===== src/rtl/mc_pkg.sv =====
// Shared encodings for the multicycle controller: FSM states, opcodes,
// ALU control codes and ALU B-operand selects.
package mc_pkg;

    localparam int unsigned IR_W     = 16;
    localparam int unsigned OP_W     = 4;
    localparam int unsigned ALUC_W   = 4;
    localparam int unsigned SRCB_W   = 2;
    localparam int unsigned CNT_W    = 16;
    localparam int unsigned STATE_W  = 3;

    typedef enum logic [STATE_W-1:0] {
        ST_IDLE   = 3'd0,
        ST_FETCH  = 3'd1,
        ST_DECODE = 3'd2,
        ST_EXEC   = 3'd3,
        ST_WB     = 3'd4,
        ST_BRANCH = 3'd5,
        ST_HALT   = 3'd6
    } state_t;

    localparam logic [OP_W-1:0] OP_ADD  = 4'b0000;
    localparam logic [OP_W-1:0] OP_SUB  = 4'b0001;
    localparam logic [OP_W-1:0] OP_AND  = 4'b0010;
    localparam logic [OP_W-1:0] OP_OR   = 4'b0011;
    localparam logic [OP_W-1:0] OP_NOR  = 4'b0100;
    localparam logic [OP_W-1:0] OP_NAND = 4'b0101;
    localparam logic [OP_W-1:0] OP_SLT  = 4'b0110;
    localparam logic [OP_W-1:0] OP_ADDI = 4'b0111;
    localparam logic [OP_W-1:0] OP_BEQ  = 4'b1000;
    localparam logic [OP_W-1:0] OP_BNE  = 4'b1001;

    localparam logic [IR_W-1:0] HALT_WORD = 16'hFFFF;

    // {ainvert, binvert, op[1:0]}
    localparam logic [ALUC_W-1:0] ALUC_AND  = 4'b0000;
    localparam logic [ALUC_W-1:0] ALUC_OR   = 4'b0001;
    localparam logic [ALUC_W-1:0] ALUC_ADD  = 4'b0010;
    localparam logic [ALUC_W-1:0] ALUC_SUB  = 4'b0110;
    localparam logic [ALUC_W-1:0] ALUC_SLT  = 4'b0111;
    localparam logic [ALUC_W-1:0] ALUC_NOR  = 4'b1100;
    localparam logic [ALUC_W-1:0] ALUC_NAND = 4'b1101;

    localparam logic [SRCB_W-1:0] SRCB_RD2    = 2'b00;
    localparam logic [SRCB_W-1:0] SRCB_TWO    = 2'b01;
    localparam logic [SRCB_W-1:0] SRCB_IMM    = 2'b10;
    localparam logic [SRCB_W-1:0] SRCB_IMM_SH = 2'b11;

endpackage


===== src/rtl/mc_op_decoder.sv =====
// Combinational opcode decoder: ALU operation, destination select and
// instruction class for the multicycle controller.
module mc_op_decoder
    import mc_pkg::*;
(
    input  logic [3:0] opcode,
    output logic [3:0] alu_ctrl,
    output logic       reg_dst,
    output logic       use_imm,
    output logic       is_branch,
    output logic       is_alu
);

    always_comb begin
        alu_ctrl  = ALUC_ADD;
        reg_dst   = 1'b0;
        use_imm   = 1'b0;
        is_branch = 1'b0;
        is_alu    = 1'b0;
        case (opcode)
            OP_ADD:  begin alu_ctrl = ALUC_ADD;  is_alu = 1'b1; reg_dst = 1'b1; end
            OP_SUB:  begin alu_ctrl = ALUC_SUB;  is_alu = 1'b1; reg_dst = 1'b1; end
            OP_AND:  begin alu_ctrl = ALUC_AND;  is_alu = 1'b1; reg_dst = 1'b1; end
            OP_OR:   begin alu_ctrl = ALUC_OR;   is_alu = 1'b1; reg_dst = 1'b1; end
            OP_NOR:  begin alu_ctrl = ALUC_NOR;  is_alu = 1'b1; reg_dst = 1'b1; end
            OP_NAND: begin alu_ctrl = ALUC_NAND; is_alu = 1'b1; reg_dst = 1'b1; end
            OP_SLT:  begin alu_ctrl = ALUC_SLT;  is_alu = 1'b1; reg_dst = 1'b1; end
            // addi writes IR[9:8] and takes the sign-extended immediate
            OP_ADDI: begin alu_ctrl = ALUC_ADD;  is_alu = 1'b1; use_imm = 1'b1; end
            OP_BEQ:  begin alu_ctrl = ALUC_SUB;  is_branch = 1'b1; end
            OP_BNE:  begin alu_ctrl = ALUC_SUB;  is_branch = 1'b1; end
            default: ;
        endcase
    end

endmodule


===== src/rtl/multicycle_control.sv =====
// Multicycle processor control FSM: fetch/decode/execute/writeback/branch
// sequencing with combinational datapath controls and a retired-instruction counter.
module multicycle_control
    import mc_pkg::*;
(
    input  logic        clock,
    input  logic        reset,
    input  logic        run,
    input  logic        imem_ready,
    input  logic [15:0] IR,
    input  logic        Zero,
    output logic        IRWrite,
    output logic        PCWrite,
    output logic        PCSrc,
    output logic        ALUSrcA,
    output logic [1:0]  ALUSrcB,
    output logic [3:0]  ALUControl,
    output logic        RegDst,
    output logic        RegWrite,
    output logic        halted,
    output logic [2:0]  state,
    output logic [15:0] instr_count
);

    state_t            state_q, state_d;
    logic [CNT_W-1:0]  instr_count_q, instr_count_d;
    logic              retire;

    logic [ALUC_W-1:0] dec_alu_ctrl;
    logic              dec_reg_dst;
    logic              dec_use_imm;
    logic              dec_is_branch;
    logic              dec_is_alu;

    mc_op_decoder u_op_decoder (
        .opcode    (IR[15:12]),
        .alu_ctrl  (dec_alu_ctrl),
        .reg_dst   (dec_reg_dst),
        .use_imm   (dec_use_imm),
        .is_branch (dec_is_branch),
        .is_alu    (dec_is_alu)
    );

    // State and counter advance on the falling clock edge.
    always_ff @(negedge clock or posedge reset) begin
        if (reset) begin
            state_q       <= ST_IDLE;
            instr_count_q <= '0;
        end else begin
            state_q       <= state_d;
            instr_count_q <= instr_count_d;
        end
    end

    always_comb begin
        state_d    = state_q;
        retire     = 1'b0;
        IRWrite    = 1'b0;
        PCWrite    = 1'b0;
        PCSrc      = 1'b0;
        ALUSrcA    = 1'b0;
        ALUSrcB    = SRCB_RD2;
        ALUControl = ALUC_AND;
        RegDst     = 1'b0;
        RegWrite   = 1'b0;
        halted     = 1'b0;
        case (state_q)
            ST_IDLE: begin
                if (run) state_d = ST_FETCH;
            end
            ST_FETCH: begin
                if (imem_ready) begin
                    IRWrite    = 1'b1;
                    PCWrite    = 1'b1;
                    ALUSrcB    = SRCB_TWO;
                    ALUControl = ALUC_ADD;
                    state_d    = ST_DECODE;
                end
            end
            ST_DECODE: begin
                // PC + (imm << 1) is captured by the datapath as the branch target
                ALUSrcB    = SRCB_IMM_SH;
                ALUControl = ALUC_ADD;
                if (IR == HALT_WORD) begin
                    state_d = ST_HALT;
                end else if (dec_is_alu) begin
                    state_d = ST_EXEC;
                end else if (dec_is_branch) begin
                    state_d = ST_BRANCH;
                end else begin
                    retire  = 1'b1;
                    state_d = ST_FETCH;
                end
            end
            ST_EXEC: begin
                ALUSrcA    = 1'b1;
                ALUSrcB    = dec_use_imm ? SRCB_IMM : SRCB_RD2;
                ALUControl = dec_alu_ctrl;
                state_d    = ST_WB;
            end
            ST_WB: begin
                ALUSrcA    = 1'b1;
                ALUSrcB    = dec_use_imm ? SRCB_IMM : SRCB_RD2;
                ALUControl = dec_alu_ctrl;
                RegWrite   = 1'b1;
                RegDst     = dec_reg_dst;
                retire     = 1'b1;
                state_d    = ST_FETCH;
            end
            ST_BRANCH: begin
                ALUSrcA    = 1'b1;
                ALUSrcB    = SRCB_RD2;
                ALUControl = ALUC_SUB;
                PCSrc      = 1'b1;
                PCWrite    = (IR[15:12] == OP_BNE) ? ~Zero : Zero;
                retire     = 1'b1;
                state_d    = ST_FETCH;
            end
            ST_HALT: begin
                halted = 1'b1;
            end
            default: begin
                state_d = ST_IDLE;
            end
        endcase
    end

    always_comb begin
        instr_count_d = instr_count_q;
        if (retire) instr_count_d = instr_count_q + CNT_W'(1);
    end

    assign state       = STATE_W'(state_q);
    assign instr_count = instr_count_q;

endmodule

===== config.mk =====
export PLATFORM = sky130hd
export DESIGN_NAME = multicycle_control
export DESIGN_NICKNAME = d
export VERILOG_FILES = /design/src/rtl/mc_pkg.sv /design/src/rtl/mc_op_decoder.sv /design/src/rtl/multicycle_control.sv
export SDC_FILE = /design/constraint.sdc
export NUM_CORES = 1
export LEC_CHECK = 0
export CAP_MARGIN = 10
export CORE_MARGIN = 2
export CORE_UTILIZATION = 50
export DETAILED_ROUTE_END_ITERATION = 12
export DONT_BUFFER_PORTS = 1
export GPL_TIMING_DRIVEN = 1
export HOLD_SLACK_MARGIN = 0.06
export SKIP_CTS_REPAIR_TIMING = 1
export SLEW_MARGIN = 30
export SYNTH_ARGS = -nofsm -noshare
export SYNTH_HDL_FRONTEND = slang
export SYNTH_SLANG_ARGS = --single-unit

===== constraint.sdc =====
create_clock -name clock -period 2.5 [get_ports clock]
set_clock_uncertainty 0.15 [all_clocks]
set_input_delay 0.25 -clock clock [delete_from_list [all_inputs] [get_ports clock]]
set_output_delay 0.25 -clock clock [all_outputs]
set_load 0.01 [all_outputs]

* After elaboration in Yosys (flattened, before gate mapping)
Cells that the tools add are included.
Storage, ports and cells: register bits after elaboration 19, bits of input ports 21, output and inout bits 32
Operators by class: add/sub/neg operators 1, eq/ne operators 18, multiplexer cells 29, bitwise logic cells 2, reductions and logical operators 10
Operator list (count):
- one-hot mux 4 bit (6 select lines) | 1
- one-hot mux 3 bit (6 select lines) | 1
- adder 16 x 1 -> 16 bit (second input constant) | 1
- == test 16 bit (second input constant) | 1
- == test 4 x 3 -> 1 bit (second input constant) | 4
- 2-to-1 mux 1 bit | 16
- one-hot mux 4 bit (4 select lines) | 1
- 2-to-1 mux 3 bit | 5
- == test 3 bit (second input constant) | 3
- == test 4 x 2 -> 1 bit (second input constant) | 2
- == test 4 bit (second input constant) | 2
- OR reduction 8 bit | 1
- OR reduction 7 bit | 1
- == test 3 x 2 -> 1 bit (second input constant) | 2
- one-hot mux 2 bit (3 select lines) | 1
- OR reduction 2 bit | 3
- OR reduction 3 bit | 2
- == test 4 x 1 -> 1 bit (second input constant) | 1
- zero test 4 bit | 1
- 2-to-1 mux 2 bit | 2
- != test 2 bit (second input constant) | 2
- one-hot mux 1 bit (2 select lines) | 2
- == test 3 x 1 -> 1 bit (second input constant) | 1
- zero test 3 bit | 1
- 2 further kinds | 3

* Depth between registers and ports, before layout
Gate-level depths: netlist of run 1.
depth in word-level cells 7, depth in mapped cells 7, mapped depth without buffers 5

* By module
Synthesis of run 1 repeated with hierarchy kept, for this count alone.
Unflattened totals: cells, all modules 127, area, all modules 1256.2 µm²
Modules (own cells, without submodules):
- multicycle_control | instances 1, cells each 110, area an instance 1148.6 µm², sequential area each 475.5 µm²
- mc_op_decoder | instances 1, cells each 17, area an instance 107.6 µm², sequential area each 0.0 µm²

==> results.cfg, run 1 <==
[synthesis]
syn_area_sq_um = 1170
synth_cells = 128
ys_seq_area_frac = 0.405
synth-edff-count = 0
synth_area_leader_cell = dfrtn_1
ys.flop_type = dfrtn_1
ys_seq_elements = 19
synth_nets = 150
ys_warn_count = 0
synth_top_cell_area_share = 0.405
ys_top_cells_by_count = 19 x dfrtn_1, 15 x xnor2_1, 13 x nand3_1
ys_types = 36
syn_avg_cell_area_sq_um = 9.18
netlist_top_cells_area = dfrtn_1 40%, xnor2_1 11%, nand3_1 5.5%
synth_most_common_cell = dfrtn_1
async_flop_share = 1.00

[drt]
drt-total-wl_microns = 2680
first_iter_violations = 11
dr.pass1.iters = 6
num_vias = 1035
ant_nets = 0
via_per_inst = 5.85
routedWlPerCell_microns = 15.1
drc_errors = 0

[place]
dpl_cell_area_sq_um = 1430
dp.final_hpwl_microns = 1930
gp_congestion = 0.836
place_inst = 171
io_buffer_count = 0

[floorplanning]
floorplan.initialDensity = 0.531
fp.dieH_microns = 52.5
dieArea_sq_um = 2750
fp.coreArea_sq_um = 2210
fp.dieW_microns = 52.5
io_pins = 53
rows = 17

[sta]
slew_viol_final = 0
hold_violations = 0
layout_setup_ws_ns = -0.569
rsz0062_at_grt = yes
worst_pin_slew_ns = 0.501
setup_viol = 17
relSlewSlack = 0.657

[power]
p_leak_uw = 0.000640
irDropWorstVdd_mv = 0.718
powerDensity_nw_per_um2 = 950
clkPwrFrac = 0.104
internal-power_uw = 841
power_uw = 1460
power_switching_uw = 620
p_sw_frac = 0.424
p_seq_frac = 0.343
power_frac_comb = 0.553

[clock_tree]
cts_buffers = 3
clockBufferDepth = 2
cts.sinks = 19
cts_root_buffer = clkbuf_4
cts_tree = yes
clock_latency_ns = 0.30
htree_levels = 1
clk_pin_slew_ns = 0.07

[final_layout]
diodes = 0
layout.nets = 172
drive_above_1_share = 0.423
instances_no_fill = 177
synthToLayoutAreaGrowth_pct = 31.0
design_area_sq_um = 1540

[status]
violations = setup timing
status = finished with violations

[critical_path]
critical_path_required_ns = 2.10
worst_setup_path_end_kind = output port
path_class = reg -> out
r2r_slack_ns = 0.44
critPathLaunchType = flop
arrival_ns = 2.67
path_max_fanout = 5

[global_routing]
grt_max_degree = 18
grt_pass1_vias = 965
grt_use_total = 0.205
antenna_found_initial = 0
grt_pass1_wl_microns = 4170
grt_overflow = 0

[hold_path]
hold_path_class = reg -> reg

[job]
maxCapViolations = 0
## layout by cell type (no fill, tap or decap), types with 2 or more instances in the layout
cell type | netlist | final
a21oi_1 | 4 | 4
and3_1 | 5 | 5
nor3_2 | 0 | 2
and4_1 | 3 | 3
buf_6 | 0 | 3
nor2_1 | 10 | 4
nor2_2 | 1 | 4
xnor2_1 | 15 | 15
nand2_1 | 10 | 8
clkbuf_4 | 0 | 3
nand3_1 | 13 | 4
xor2_1 | 2 | 2
dfrtn_1 | 19 | 19
nand3_2 | 0 | 9
nand4_1 | 7 | 7
buf_4 | 2 | 21
nand2b_4 | 1 | 2
or3_1 | 2 | 2
nor2_4 | 2 | 5
inv_1 | 3 | 2
## area by class of cell
| class | instances | area, sq um |
|---|---|---|
| clock buffer | 3 | 22.5 |
| clock inverter | 1 | 5.00 |
| fill | 176 | 673 |
| inverter | 3 | 11.3 |
| multi-input combinational | 99 | 798 |
| sequential | 19 | 475 |
| tap | 28 | 35.0 |
| timing repair buffer | 24 | 191 |
## power groups by stage
stage                     registers (uW)  logic (uW)  clock network [uW]
after detailed placement             501         685                   0
after floorplan                      489         487                   0
after global placement               498         675                   0
after global routing                 519         873                 174
after CTS                            496         687                 163
final                                501         808                 152
## registers in the layout, indices dropped and copies added (netlist names)
name / cells
state: 3
instr_count: 16
## path summary, 6_finish.rpt
path                                    to      startpoint  depth (start not counted)
min reg2reg                 instr_count[8]  instr_count[8]                          1
min                         instr_count[8]  instr_count[8]                          1
max in group asynchronous   instr_count[1]           reset                          2
min in group asynchronous  instr_count[15]           reset                          1
max reg2reg                instr_count[13]        state[2]                          7
max                          ALUControl[0]        state[0]                          4
## layer usage
layer,wire length (microns),global-route usage,vias to the layer above
met5,0,0,-
met4,17,0.0513,0
met3,219,0.0857,4
met2,1250,0.319,54
met1,1190,0.263,480
li1,-,-,497
## metrics by stage
stage	setup WS (ns)	TNS (ns)	utilization	hold WS, ns
2_1_floorplan	-0.402	-7.07	-	0.298
3_3_place_gp	-0.233	-4.78	0.646	0.313
3_5_place_dp	-0.266	-5.27	0.646	0.335
4_1_cts	-0.603	-6.98	0.659	0.337
5_1_grt	-0.656	-8.48	0.696	0.371
6_report	-0.569	-7.08	0.696	0.330
## cell families (layout without fill, tap and decap cells)
kind of cell	count (synthesis)	in the layout	share of synthesized area
multiplexers	1	1	0.00958
adder cells (fa/ha/maj)	1	1	0.0106
buffers and inverters	10	31	0.0415
AO/OA/AOI/OAI	17	17	0.107
flip-flops	19	19	0.405
AND/OR/NAND/NOR	63	63	0.300
XOR/XNOR	17	17	0.127
## critical path: stages (launching register included)
cell and delay [ns]:
dfrtn_1 0.52, nand2_2 0.12, nor2_2 0.14, o21bai_4 0.10, a211oi_2 0.24
Power figures use the tool's default switching activity.
==> inputs of run 2 (changes only) <==
- CORE_UTILIZATION: 50 -> 46
==> run 2 against run 1 <==
The flow still finishes with violations (setup timing); sequential share of layout area is 0.52 points lower; clock power hardly changed; highest routed layer unchanged; worst hold slack lost 0.0065 ns; wire length increased by 5.8%; power grew 0.41%; critical endpoint is now ALUControl[1].
==> results.cfg, run 2 (synthesis gave the netlist of run 1 again) <==
[status]
status = finished with violations
violations = setup timing

[critical_path]
critical_path_required_ns = 2.10
r2r_end = instr_count[13]
critPathLaunchType = flop
r2r_slack_ns = 0.38
cp_slowest_cell = dfrtn_1
arrival_ns = 2.71
cp.buffers_inverters = 1
rr_worst_depth = 7
path_max_fanout = 6
crit_path_max_incr_delay_ns = 0.53
path_class = reg -> out
critPathTopFamily = flip-flops
worst_setup_path_end_kind = output port
timing.rr.start = state[1]
crit_chain = buf_6 -> nor3_2 -> o21ai_1 -> o311a_1

[clock_tree]
clockBufferDepth = 2
clock_latency_ns = 0.29
htree_levels = 1
clk_pin_slew_ns = 0.07
cts_buffers = 3
cts_root_buffer = clkbuf_4
cts.sinks = 19
cts_tree = yes

[global_routing]
grt_max_degree = 20
grt_pass1_vias = 917
grt_use_total = 0.182
met2_usage = 0.303
grtUsageMet1 = 0.234
grt_pass1_wl_microns = 3910
gr-usage-met3 = 0.0519
grt_overflow = 0
antenna_found_initial = 0
globalRoute.busiestLayer = met2

[drt]
via_per_inst = 5.89
first_iter_violations = 18
drt-total-wl_microns = 2830
num_vias = 1061
ant_nets = 0
drc_errors = 0
routedWlPerCell_microns = 15.7
dr.pass1.iters = 5

[final_layout]
layout.nets = 173
synthToLayoutAreaGrowth_pct = 33.2
final_common_cell = buf_4
largest_reg_flops = 16
diodes = 0
post-route-util = 0.638
instances_no_fill = 180
final_cell_mix = 22 x buf_4, 19 x dfrtn_1, 15 x xnor2_1, 8 x nand3_2
drive_above_1_share = 0.413

[sta]
worst_pin_slew_ns = 0.493
relSlewSlack = 0.663
hold_slack_ns = 0.324
rsz0062_at_grt = yes
hold_violations = 0
layout_setup_ws_ns = -0.611
setup_viol = 16
slew_viol_final = 0

[job]
maxCapViolations = 0

[hold_path]
hold_start = instr_count[15]
hold_path_class = reg -> reg
min_path_cells = 1
hold_end = instr_count[15]

[floorplanning]
fp.dieH_microns = 54.5
fp.dieW_microns = 54.5
floorplan.initialDensity = 0.479
dieArea_sq_um = 2970
fp.coreArea_sq_um = 2450
io_pins = 53
rows = 18

[place]
io_buffer_count = 0
dp.final_hpwl_microns = 1990
gp_congestion = 0.796
place_inst = 174

[power]
powerDensity_nw_per_um2 = 938
irDropWorstVdd_mv = 0.594
p_leak_uw = 0.000647
-- run 2: area by class of cell --
class                   instances  area, sq um
well taps                      30         37.5
inverters                       3         11.3
multi-input cells              99          816
flip-flops and latches         19          475
clock buffers                   4         26.3
repair buffers                 25          199
fillers                       224          890
-- run 2: per-stage QoR --
step / setup WS [ns] / area (sq um) / total power [uW] / setup TNS (ns)
floorplan: -0.402 / 1300 / 976 / -7.07
global placement: -0.239 / 1440 / 1180 / -4.65
detailed placement: -0.255 / 1440 / 1200 / -4.97
CTS: -0.588 / 1470 / 1360 / -6.74
global route: -0.681 / 1570 / 1570 / -7.91
finish: -0.611 / 1570 / 1470 / -6.77
-- run 2: routing by layer --
layer  wire (microns)  part of all wire
met1             1220              0.43
met2             1400              0.49
met3              173             0.061
met4               41             0.014
met5                0                 0
-- run 2: report_power, final --
group,switching [uW],total [uW],internal [uW],leakage [uW]
clock,90.8,153,62.0,0.0000150
sequential,118,500,382,0.000250
combinational,417,815,398,0.000383
-- run 2: how the worst max path moves through the flow --
stage / from / endpoint / cells past startpoint
floorplan: state[1] / ALUControl[3] / 6
global placement: state[0] / ALUControl[3] / 4
detailed placement: state[0] / ALUControl[0] / 4
CTS: state[0] / ALUControl[0] / 4
global route: state[0] / ALUControl[1] / 4
finish: state[0] / ALUControl[1] / 4
